### config.mk
export PLATFORM = sky130hd
export DESIGN_NAME = rvfi_commit_buffer_flat
export DESIGN_NICKNAME = d
export VERILOG_FILES = /design/src/rtl/rvfi_commit_buffer_if.sv /design/src/rtl/rvfi_commit_buffer.sv /design/src/flat_wrapper.sv
export SDC_FILE = /design/constraint.sdc
export NUM_CORES = 2
export LEC_CHECK = 0
export BUFFER_PORTS_ARGS = -buffer_cell sky130_fd_sc_hd__clkbuf_2
export CORE_MARGIN = 5
export CORE_UTILIZATION = 39
export CTS_CLUSTER_DIAMETER = 200
export DETAILED_ROUTE_END_ITERATION = 10
export PLACE_DENSITY = 0.62
export SLEW_MARGIN = 40
export SYNTH_ARGS = -nofsm -noshare
export SYNTH_HDL_FRONTEND = slang
export SYNTH_MEMORY_MAX_BITS = 65536
export SYNTH_SLANG_ARGS = --single-unit
### constraint.sdc
create_clock -name clk -period 8 [get_ports clk]
set_clock_uncertainty 0.2 [all_clocks]
set_input_delay 0.8 -clock clk [delete_from_list [all_inputs] [get_ports clk]]
set_output_delay 0.8 -clock clk [all_outputs]
set_load 0.02 [all_outputs]
### src/rtl/rvfi_commit_buffer_if.sv
// Dispatch, writeback and RVFI commit signals between the core, the commit buffer and the monitor.
// The slave modport is the commit buffer side.
interface rvfi_commit_buffer_if #(
  parameter int unsigned DEPTH = 16,
  parameter int unsigned TAG_W = $clog2(DEPTH)
);
  logic             alloc_valid;
  logic             alloc_ready;
  logic [TAG_W-1:0] alloc_tag;
  logic [31:0]      alloc_pc;
  logic [31:0]      alloc_inst;
  logic [4:0]       alloc_rs1_addr;
  logic [4:0]       alloc_rs2_addr;
  logic [4:0]       alloc_rd_addr;

  logic             wb_valid;
  logic [TAG_W-1:0] wb_tag;
  logic [31:0]      wb_rs1_rdata;
  logic [31:0]      wb_rs2_rdata;
  logic [31:0]      wb_rd_wdata;
  logic [31:0]      wb_pc_wdata;
  logic [31:0]      wb_mem_addr;
  logic [3:0]       wb_mem_rmask;
  logic [3:0]       wb_mem_wmask;
  logic [31:0]      wb_mem_rdata;
  logic [31:0]      wb_mem_wdata;

  logic [TAG_W:0]   count;
  logic             valid;
  logic [63:0]      order;
  logic [31:0]      inst;
  logic [31:0]      pc_rdata;
  logic [31:0]      pc_wdata;
  logic [4:0]       rs1_addr;
  logic [4:0]       rs2_addr;
  logic [4:0]       rd_addr;
  logic [31:0]      rs1_rdata;
  logic [31:0]      rs2_rdata;
  logic [31:0]      rd_wdata;
  logic [31:0]      mem_addr;
  logic [3:0]       mem_rmask;
  logic [3:0]       mem_wmask;
  logic [31:0]      mem_rdata;
  logic [31:0]      mem_wdata;

  modport master (
    output alloc_valid, alloc_pc, alloc_inst, alloc_rs1_addr, alloc_rs2_addr, alloc_rd_addr,
    output wb_valid, wb_tag, wb_rs1_rdata, wb_rs2_rdata, wb_rd_wdata, wb_pc_wdata,
    output wb_mem_addr, wb_mem_rmask, wb_mem_wmask, wb_mem_rdata, wb_mem_wdata,
    input  alloc_ready, alloc_tag, count, valid, order, inst, pc_rdata, pc_wdata,
    input  rs1_addr, rs2_addr, rd_addr, rs1_rdata, rs2_rdata, rd_wdata,
    input  mem_addr, mem_rmask, mem_wmask, mem_rdata, mem_wdata
  );

  modport slave (
    input  alloc_valid, alloc_pc, alloc_inst, alloc_rs1_addr, alloc_rs2_addr, alloc_rd_addr,
    input  wb_valid, wb_tag, wb_rs1_rdata, wb_rs2_rdata, wb_rd_wdata, wb_pc_wdata,
    input  wb_mem_addr, wb_mem_rmask, wb_mem_wmask, wb_mem_rdata, wb_mem_wdata,
    output alloc_ready, alloc_tag, count, valid, order, inst, pc_rdata, pc_wdata,
    output rs1_addr, rs2_addr, rd_addr, rs1_rdata, rs2_rdata, rd_wdata,
    output mem_addr, mem_rmask, mem_wmask, mem_rdata, mem_wdata
  );
endinterface

### src/rtl/rvfi_commit_buffer.sv
// In-order RVFI commit buffer: static fields captured at dispatch, dynamic fields at writeback,
// one fully populated record emitted per cycle in allocation order.
module rvfi_commit_buffer #(
  parameter int unsigned DEPTH = 16,
  parameter int unsigned TAG_W = $clog2(DEPTH)
) (
  input logic           clk,
  input logic           rst,
  input logic           flush,
  rvfi_commit_buffer_if.slave bus
);
  typedef logic [TAG_W-1:0] tag_t;

  typedef struct packed {
    logic [31:0] pc;
    logic [31:0] inst;
    logic [4:0]  rs1_addr;
    logic [4:0]  rs2_addr;
    logic [4:0]  rd_addr;
  } stat_t;

  typedef struct packed {
    logic [31:0] rs1_rdata;
    logic [31:0] rs2_rdata;
    logic [31:0] rd_wdata;
    logic [31:0] pc_wdata;
    logic [31:0] mem_addr;
    logic [3:0]  mem_rmask;
    logic [3:0]  mem_wmask;
    logic [31:0] mem_rdata;
    logic [31:0] mem_wdata;
  } dyn_t;

  stat_t            stat_q [DEPTH];
  dyn_t             dyn_q  [DEPTH];
  logic [DEPTH-1:0] alloc_q, done_q;
  tag_t             head_q, tail_q;
  logic [TAG_W:0]   count_q;
  logic [63:0]      order_cnt_q;

  logic             valid_q;
  logic [63:0]      order_q;
  stat_t            out_stat_q;
  dyn_t             out_dyn_q;

  logic  alloc_fire, wb_fire, retire_fire;
  stat_t stat_in;
  dyn_t  dyn_in, ret_dyn;

  // Readiness ignores a same-cycle retire so a full buffer never allocates over its head.
  assign bus.alloc_ready = (count_q < (TAG_W+1)'(DEPTH)) && !flush;
  assign bus.alloc_tag   = tail_q;

  assign alloc_fire  = bus.alloc_valid && bus.alloc_ready;
  assign retire_fire = alloc_q[head_q] && done_q[head_q] && !flush;
  assign wb_fire     = bus.wb_valid && !flush && alloc_q[bus.wb_tag] && !done_q[bus.wb_tag] &&
                       !(alloc_fire && (bus.wb_tag == tail_q));

  assign stat_in = '{pc: bus.alloc_pc, inst: bus.alloc_inst, rs1_addr: bus.alloc_rs1_addr,
                     rs2_addr: bus.alloc_rs2_addr, rd_addr: bus.alloc_rd_addr};
  assign dyn_in  = '{rs1_rdata: bus.wb_rs1_rdata, rs2_rdata: bus.wb_rs2_rdata,
                     rd_wdata: bus.wb_rd_wdata, pc_wdata: bus.wb_pc_wdata,
                     mem_addr: bus.wb_mem_addr, mem_rmask: bus.wb_mem_rmask,
                     mem_wmask: bus.wb_mem_wmask, mem_rdata: bus.wb_mem_rdata,
                     mem_wdata: bus.wb_mem_wdata};

  // x0 reads and writes are reported as zero.
  always_comb begin
    ret_dyn = dyn_q[head_q];
    if (stat_q[head_q].rs1_addr == 5'd0) ret_dyn.rs1_rdata = '0;
    if (stat_q[head_q].rs2_addr == 5'd0) ret_dyn.rs2_rdata = '0;
    if (stat_q[head_q].rd_addr  == 5'd0) ret_dyn.rd_wdata  = '0;
  end

  // Payload storage is gated by alloc/done bits, so it needs no reset.
  always_ff @(posedge clk) begin
    if (alloc_fire) stat_q[tail_q] <= stat_in;
    if (wb_fire)    dyn_q[bus.wb_tag] <= dyn_in;
  end

  always_ff @(posedge clk) begin
    if (rst) begin
      head_q      <= '0;
      tail_q      <= '0;
      count_q     <= '0;
      alloc_q     <= '0;
      done_q      <= '0;
      order_cnt_q <= '0;
      valid_q     <= 1'b0;
      order_q     <= '0;
      out_stat_q  <= '0;
      out_dyn_q   <= '0;
    end else if (flush) begin
      // Order counter survives so the stream continues without a gap.
      head_q  <= '0;
      tail_q  <= '0;
      count_q <= '0;
      alloc_q <= '0;
      done_q  <= '0;
      valid_q <= 1'b0;
    end else begin
      valid_q <= retire_fire;
      if (retire_fire) begin
        order_q          <= order_cnt_q;
        order_cnt_q      <= order_cnt_q + 64'd1;
        out_stat_q       <= stat_q[head_q];
        out_dyn_q        <= ret_dyn;
        alloc_q[head_q]  <= 1'b0;
        done_q[head_q]   <= 1'b0;
        head_q           <= tag_t'(head_q + 1'b1);
      end
      if (alloc_fire) begin
        alloc_q[tail_q] <= 1'b1;
        done_q[tail_q]  <= 1'b0;
        tail_q          <= tag_t'(tail_q + 1'b1);
      end
      if (wb_fire) done_q[bus.wb_tag] <= 1'b1;
      count_q <= count_q + (TAG_W+1)'(alloc_fire) - (TAG_W+1)'(retire_fire);
    end
  end

  assign bus.count     = count_q;
  assign bus.valid     = valid_q;
  assign bus.order     = order_q;
  assign bus.inst      = out_stat_q.inst;
  assign bus.pc_rdata  = out_stat_q.pc;
  assign bus.rs1_addr  = out_stat_q.rs1_addr;
  assign bus.rs2_addr  = out_stat_q.rs2_addr;
  assign bus.rd_addr   = out_stat_q.rd_addr;
  assign bus.pc_wdata  = out_dyn_q.pc_wdata;
  assign bus.rs1_rdata = out_dyn_q.rs1_rdata;
  assign bus.rs2_rdata = out_dyn_q.rs2_rdata;
  assign bus.rd_wdata  = out_dyn_q.rd_wdata;
  assign bus.mem_addr  = out_dyn_q.mem_addr;
  assign bus.mem_rmask = out_dyn_q.mem_rmask;
  assign bus.mem_wmask = out_dyn_q.mem_wmask;
  assign bus.mem_rdata = out_dyn_q.mem_rdata;
  assign bus.mem_wdata = out_dyn_q.mem_wdata;
endmodule

### src/flat_wrapper.sv
// flat-port wrapper written by rule: the top's interface ports become plain ports
module rvfi_commit_buffer_flat 
#(
  parameter int unsigned DEPTH = 16,
  parameter int unsigned TAG_W = $clog2(DEPTH)
)
  (clk, rst, flush, bus_alloc_valid, bus_alloc_pc, bus_alloc_inst, bus_alloc_rs1_addr, bus_alloc_rs2_addr, bus_alloc_rd_addr, bus_wb_valid, bus_wb_tag, bus_wb_rs1_rdata, bus_wb_rs2_rdata, bus_wb_rd_wdata, bus_wb_pc_wdata, bus_wb_mem_addr, bus_wb_mem_rmask, bus_wb_mem_wmask, bus_wb_mem_rdata, bus_wb_mem_wdata, bus_alloc_ready, bus_alloc_tag, bus_count, bus_valid, bus_order, bus_inst, bus_pc_rdata, bus_pc_wdata, bus_rs1_addr, bus_rs2_addr, bus_rd_addr, bus_rs1_rdata, bus_rs2_rdata, bus_rd_wdata, bus_mem_addr, bus_mem_rmask, bus_mem_wmask, bus_mem_rdata, bus_mem_wdata);
  rvfi_commit_buffer_if #(.DEPTH(DEPTH), .TAG_W(TAG_W)) bus_i ();
  input logic clk;
  input logic rst;
  input logic flush;
  input wire logic [$bits(bus_i.alloc_valid)-1:0] bus_alloc_valid;
  input wire logic [$bits(bus_i.alloc_pc)-1:0] bus_alloc_pc;
  input wire logic [$bits(bus_i.alloc_inst)-1:0] bus_alloc_inst;
  input wire logic [$bits(bus_i.alloc_rs1_addr)-1:0] bus_alloc_rs1_addr;
  input wire logic [$bits(bus_i.alloc_rs2_addr)-1:0] bus_alloc_rs2_addr;
  input wire logic [$bits(bus_i.alloc_rd_addr)-1:0] bus_alloc_rd_addr;
  input wire logic [$bits(bus_i.wb_valid)-1:0] bus_wb_valid;
  input wire logic [$bits(bus_i.wb_tag)-1:0] bus_wb_tag;
  input wire logic [$bits(bus_i.wb_rs1_rdata)-1:0] bus_wb_rs1_rdata;
  input wire logic [$bits(bus_i.wb_rs2_rdata)-1:0] bus_wb_rs2_rdata;
  input wire logic [$bits(bus_i.wb_rd_wdata)-1:0] bus_wb_rd_wdata;
  input wire logic [$bits(bus_i.wb_pc_wdata)-1:0] bus_wb_pc_wdata;
  input wire logic [$bits(bus_i.wb_mem_addr)-1:0] bus_wb_mem_addr;
  input wire logic [$bits(bus_i.wb_mem_rmask)-1:0] bus_wb_mem_rmask;
  input wire logic [$bits(bus_i.wb_mem_wmask)-1:0] bus_wb_mem_wmask;
  input wire logic [$bits(bus_i.wb_mem_rdata)-1:0] bus_wb_mem_rdata;
  input wire logic [$bits(bus_i.wb_mem_wdata)-1:0] bus_wb_mem_wdata;
  output wire logic [$bits(bus_i.alloc_ready)-1:0] bus_alloc_ready;
  output wire logic [$bits(bus_i.alloc_tag)-1:0] bus_alloc_tag;
  output wire logic [$bits(bus_i.count)-1:0] bus_count;
  output wire logic [$bits(bus_i.valid)-1:0] bus_valid;
  output wire logic [$bits(bus_i.order)-1:0] bus_order;
  output wire logic [$bits(bus_i.inst)-1:0] bus_inst;
  output wire logic [$bits(bus_i.pc_rdata)-1:0] bus_pc_rdata;
  output wire logic [$bits(bus_i.pc_wdata)-1:0] bus_pc_wdata;
  output wire logic [$bits(bus_i.rs1_addr)-1:0] bus_rs1_addr;
  output wire logic [$bits(bus_i.rs2_addr)-1:0] bus_rs2_addr;
  output wire logic [$bits(bus_i.rd_addr)-1:0] bus_rd_addr;
  output wire logic [$bits(bus_i.rs1_rdata)-1:0] bus_rs1_rdata;
  output wire logic [$bits(bus_i.rs2_rdata)-1:0] bus_rs2_rdata;
  output wire logic [$bits(bus_i.rd_wdata)-1:0] bus_rd_wdata;
  output wire logic [$bits(bus_i.mem_addr)-1:0] bus_mem_addr;
  output wire logic [$bits(bus_i.mem_rmask)-1:0] bus_mem_rmask;
  output wire logic [$bits(bus_i.mem_wmask)-1:0] bus_mem_wmask;
  output wire logic [$bits(bus_i.mem_rdata)-1:0] bus_mem_rdata;
  output wire logic [$bits(bus_i.mem_wdata)-1:0] bus_mem_wdata;
  assign bus_i.alloc_valid = bus_alloc_valid;
  assign bus_i.alloc_pc = bus_alloc_pc;
  assign bus_i.alloc_inst = bus_alloc_inst;
  assign bus_i.alloc_rs1_addr = bus_alloc_rs1_addr;
  assign bus_i.alloc_rs2_addr = bus_alloc_rs2_addr;
  assign bus_i.alloc_rd_addr = bus_alloc_rd_addr;
  assign bus_i.wb_valid = bus_wb_valid;
  assign bus_i.wb_tag = bus_wb_tag;
  assign bus_i.wb_rs1_rdata = bus_wb_rs1_rdata;
  assign bus_i.wb_rs2_rdata = bus_wb_rs2_rdata;
  assign bus_i.wb_rd_wdata = bus_wb_rd_wdata;
  assign bus_i.wb_pc_wdata = bus_wb_pc_wdata;
  assign bus_i.wb_mem_addr = bus_wb_mem_addr;
  assign bus_i.wb_mem_rmask = bus_wb_mem_rmask;
  assign bus_i.wb_mem_wmask = bus_wb_mem_wmask;
  assign bus_i.wb_mem_rdata = bus_wb_mem_rdata;
  assign bus_i.wb_mem_wdata = bus_wb_mem_wdata;
  assign bus_alloc_ready = bus_i.alloc_ready;
  assign bus_alloc_tag = bus_i.alloc_tag;
  assign bus_count = bus_i.count;
  assign bus_valid = bus_i.valid;
  assign bus_order = bus_i.order;
  assign bus_inst = bus_i.inst;
  assign bus_pc_rdata = bus_i.pc_rdata;
  assign bus_pc_wdata = bus_i.pc_wdata;
  assign bus_rs1_addr = bus_i.rs1_addr;
  assign bus_rs2_addr = bus_i.rs2_addr;
  assign bus_rd_addr = bus_i.rd_addr;
  assign bus_rs1_rdata = bus_i.rs1_rdata;
  assign bus_rs2_rdata = bus_i.rs2_rdata;
  assign bus_rd_wdata = bus_i.rd_wdata;
  assign bus_mem_addr = bus_i.mem_addr;
  assign bus_mem_rmask = bus_i.mem_rmask;
  assign bus_mem_wmask = bus_i.mem_wmask;
  assign bus_mem_rdata = bus_i.mem_rdata;
  assign bus_mem_wdata = bus_i.mem_wdata;
  rvfi_commit_buffer #(.DEPTH(DEPTH), .TAG_W(TAG_W)) u_core (.clk(clk), .rst(rst), .flush(flush), .bus(bus_i));
endmodule
==> results.toml <==
[synthesis]
synth_ff_type = "edfxtp_1"
synthAdderAreaFrac_pct = 0.09505
async_flop_share_pct = 0
synth-seq-area-share_pct = 77.53
ys_types = 64
syn_area_mm2 = 0.2054
synth-edff-count = 4976
synth-simple-area-share_pct = 2.092
ys_seq_elements = 5465
synth_compound_area_share_pct = 2.385
syn_nets = 9749
synth_xor_xnor_area_share_pct = 0.1109
syn_area_per_cell_um2 = 21.81
synth_cells = 9414
synth_warnings = 0
synth_top_family_by_area = "multiplexers"
muxShareOfSynthArea_pct = 16.47

[clock_tree]
cts_root_buf = "clkbuf_16"
cts_buffers = 574
ctsHtreeMaxLevel = 6
cts_setup_buffers = 0
clock_latency_ns = 1.09
clockBufferDepth = 4
clkTransAtPathRegs_ns = 0.06
clkSinkCount = 5465
hold_buffers = 313
tritoncts = "built"
cts-resized-gates = 0

[pwr]
p_leak_nw = 73.20
powerDensity_mw_per_mm2 = 241.3
peakVddDrop_v = 0.0002165

[global_routing]
grt_pass1_wl_um = 758700
antenna_found_initial = 120
grt_overflow = 0
grtUsageTotal_pct = 19.11
first_global_vias = 104984
grt_max_degree = 145

[layout]
final_common_cell = "edfxtp_1"
final_cells = 18151
finalNetCount = 10985
drive_gt1_share_pct = 28.73
final_cell_mix = "edfxtp_1 (4,976), mux4_2 (1,452), clkbuf_2 (705), nand2_1 (635), clkbuf_16 (582)"
area_growth_pct = 16.87
fill_cells = 43275

[setup_path]
crit_top_cell = "ha_1"
cp-start-kind = "flop"
critPathTopFamily = "compound AO/OA/AOI/OAI gates"
crit_buf_inv = 3
required_ns = 8.75
end_kind = "flop"
r2r_start = "u_core.head_q[1]$_SDFFE_PP0N_"
crit_slowest_cell = "o22ai_2"
cp_max_fo = 106
crit_arrival_ns = 5.14
startpoint = "u_core.head_q[1]$_SDFFE_PP0N_"
critical-path-max-stage-delay_ns = 0.66
crit_type = "flop to flop"
path_cells = "inv_2 -> mux4_2 -> o22ai_2 -> o21ai_4 -> inv_8 -> ha_1 -> inv_1 -> ha_1 -> fa_1 -> a21o_1 -> a21oi_1 -> xnor2_1 -> nor2_1"

[drt]
drc = 0
wl_um = 528700
vias_per_cell = 5.563
postRouteAntennaNets = 0
via_count = 100982
dr.pass1.iters = 6
wl_per_cell_um = 29.13
dr.first_iter.drc_count = 9867

[timing]
hold_violations = 0
setup_viol = 0
grt_setup_unrepaired = "no"
finalSetupTns_ns = 0
drv_slew = 0
min_period_ns = 4.392
worst_slew_pin_slew_ns = 0.8928
max-slew-margin-rel_pct = 40.48
fmax_ghz = 0.2277
fin_hold_ws_ns = 0.1466
timing.final.crit_share_pct = 54.90

[placement]
hpwl_um = 282500
gp_congestion = 0.8042
port_buffers = 705
placedCellCount = 16721

[min_path]
worstHoldStart = "bus_wb_tag[2]"
min_path_type = "primary input to flop"

[outcome]
status = "completed"

[floorplan]
dieHeight_um = 735.6
die_x_um = 735.6
ios = 706
start_util_pct = 39.13
die_area_mm2 = 0.5412
core_mm2 = 0.5249
num_rows = 266

[run]
maxCapViolCount = 0
==> worst paths after layout <==
check	slack [ns]	end	depth (start not counted)
worst max register to register	3.61	u_core.bus.count[4]$_SDFF_PP0_	13
worst min register to register	0.25	u_core.bus.order[18]$_SDFFE_PP0P_	2
worst min-delay path	0.15	u_core.done_q[2]$_SDFF_PP0_	4
worst max-delay path	3.61	u_core.bus.count[4]$_SDFF_PP0_	13
==> through the flow <==
| stage | power [mW] | utilization [%] | instance area (µm²) | worst slack (ns) |
|---|---|---|---|---|
| after global routing | 59.76 | 45.71 | 239900 | 3.396 |
| after global placement | 32.25 | 41.39 | 217200 | 2.767 |
| after detailed placement | 32.31 | 41.50 | 217800 | 2.943 |
| after floorplan | 31.86 | - | 205400 | 0.4333 |
| final | 57.92 | 45.73 | 240000 | 3.608 |
| after CTS | 58.45 | 45.66 | 239600 | 3.574 |
==> kinds of logic (layout without fill, tap and decap cells) <==
group	Yosys count	in the layout
simple gates	953	953
compound gates	790	790
xor+xnor	26	26
other cells	0	57
fa+ha+maj	15	15
mux	1564	1564
flops	5465	5465
buf+inv	601	2313
==> worst register-to-register path, cell delays in order, from the launching register on <==
cell	delay [ns]
dfxtp_1	0.35
inv_2	0.24
mux4_2	0.59
o22ai_2	0.66
o21ai_4	0.14
inv_8	0.59
ha_1	0.27
inv_1	0.04
ha_1	0.20
fa_1	0.44
a21o_1	0.17
a21oi_1	0.18
xnor2_1	0.14
nor2_1	0.06
==> cells in the mapped netlist, drive strengths merged (4+ instances only) <==
cell type / instances / area share [%]
a211oi: 98 / 0.36
or3: 26 / 0.079
a21oi: 454 / 1.1
or4: 18 / 0.066
and2: 7 / 0.021
ha: 14 / 0.085
o22ai: 4 / 0.024
o21ai: 44 / 0.11
o211ai: 19 / 0.069
and4: 10 / 0.043
nor3: 10 / 0.024
nand2: 635 / 1.2
a22o: 96 / 0.41
a31oi: 9 / 0.030
o2111ai: 13 / 0.065
dfxtp: 489 / 4.8
mux2i: 108 / 0.53
xor2: 13 / 0.055
nand3: 49 / 0.12
mux4: 1452 / 16
mux2: 4 / 0.022
o31a: 5 / 0.021
nor4: 10 / 0.034
edfxtp: 4976 / 73
nor2b: 109 / 0.33
xnor2: 13 / 0.055
buf: 361 / 0.88
inv: 68 / 0.12
nor3b: 9 / 0.033
and3: 6 / 0.018
nor2: 40 / 0.074
a22oi: 12 / 0.044
o31ai: 16 / 0.058
nand4: 17 / 0.052
o21a: 7 / 0.026
clkbuf: 170 / 0.31
==> report_power, final <==
part           internal [mW]  total, mW  switching, mW
Combinational          0.202      0.733          0.531
Clock                   14.8       26.0           11.2
Sequential              31.1       31.1        0.00691
==> layout make-up <==
class,instances,area [µm²],area share [%]
Clock buffer,791,15750,6.564
Clock inverter,261,2959,1.233
Inverter,70,440.4,0.1835
Timing Repair Buffer,1191,9276,3.865
Antenna cell,57,142.6,0.05943
Tap cell,6968,8718,3.633
Multi-Input combinational cell,3348,43490,18.12
Sequential cell,5465,159200,66.34
==> routing by layer <==
metal / wire length [µm] / global-route usage, % / vias up
met5: 354 / 0 / -
met4: 14430 / 5.176 / 56
met3: 35830 / 3.466 / 886
met2: 263100 / 31.93 / 3893
met1: 215000 / 25.88 / 54343
li1: - / - / 41804
==> state kept, by name, indices dropped and copies added (netlist names), 64 cells and up, named ones only <==
register	flops
u_core.bus.order	64
u_core.dyn_q	3712
u_core.order_cnt_q	64
u_core.stat_q	1264
No activity file was read; power rests on OpenSTA's default activity.
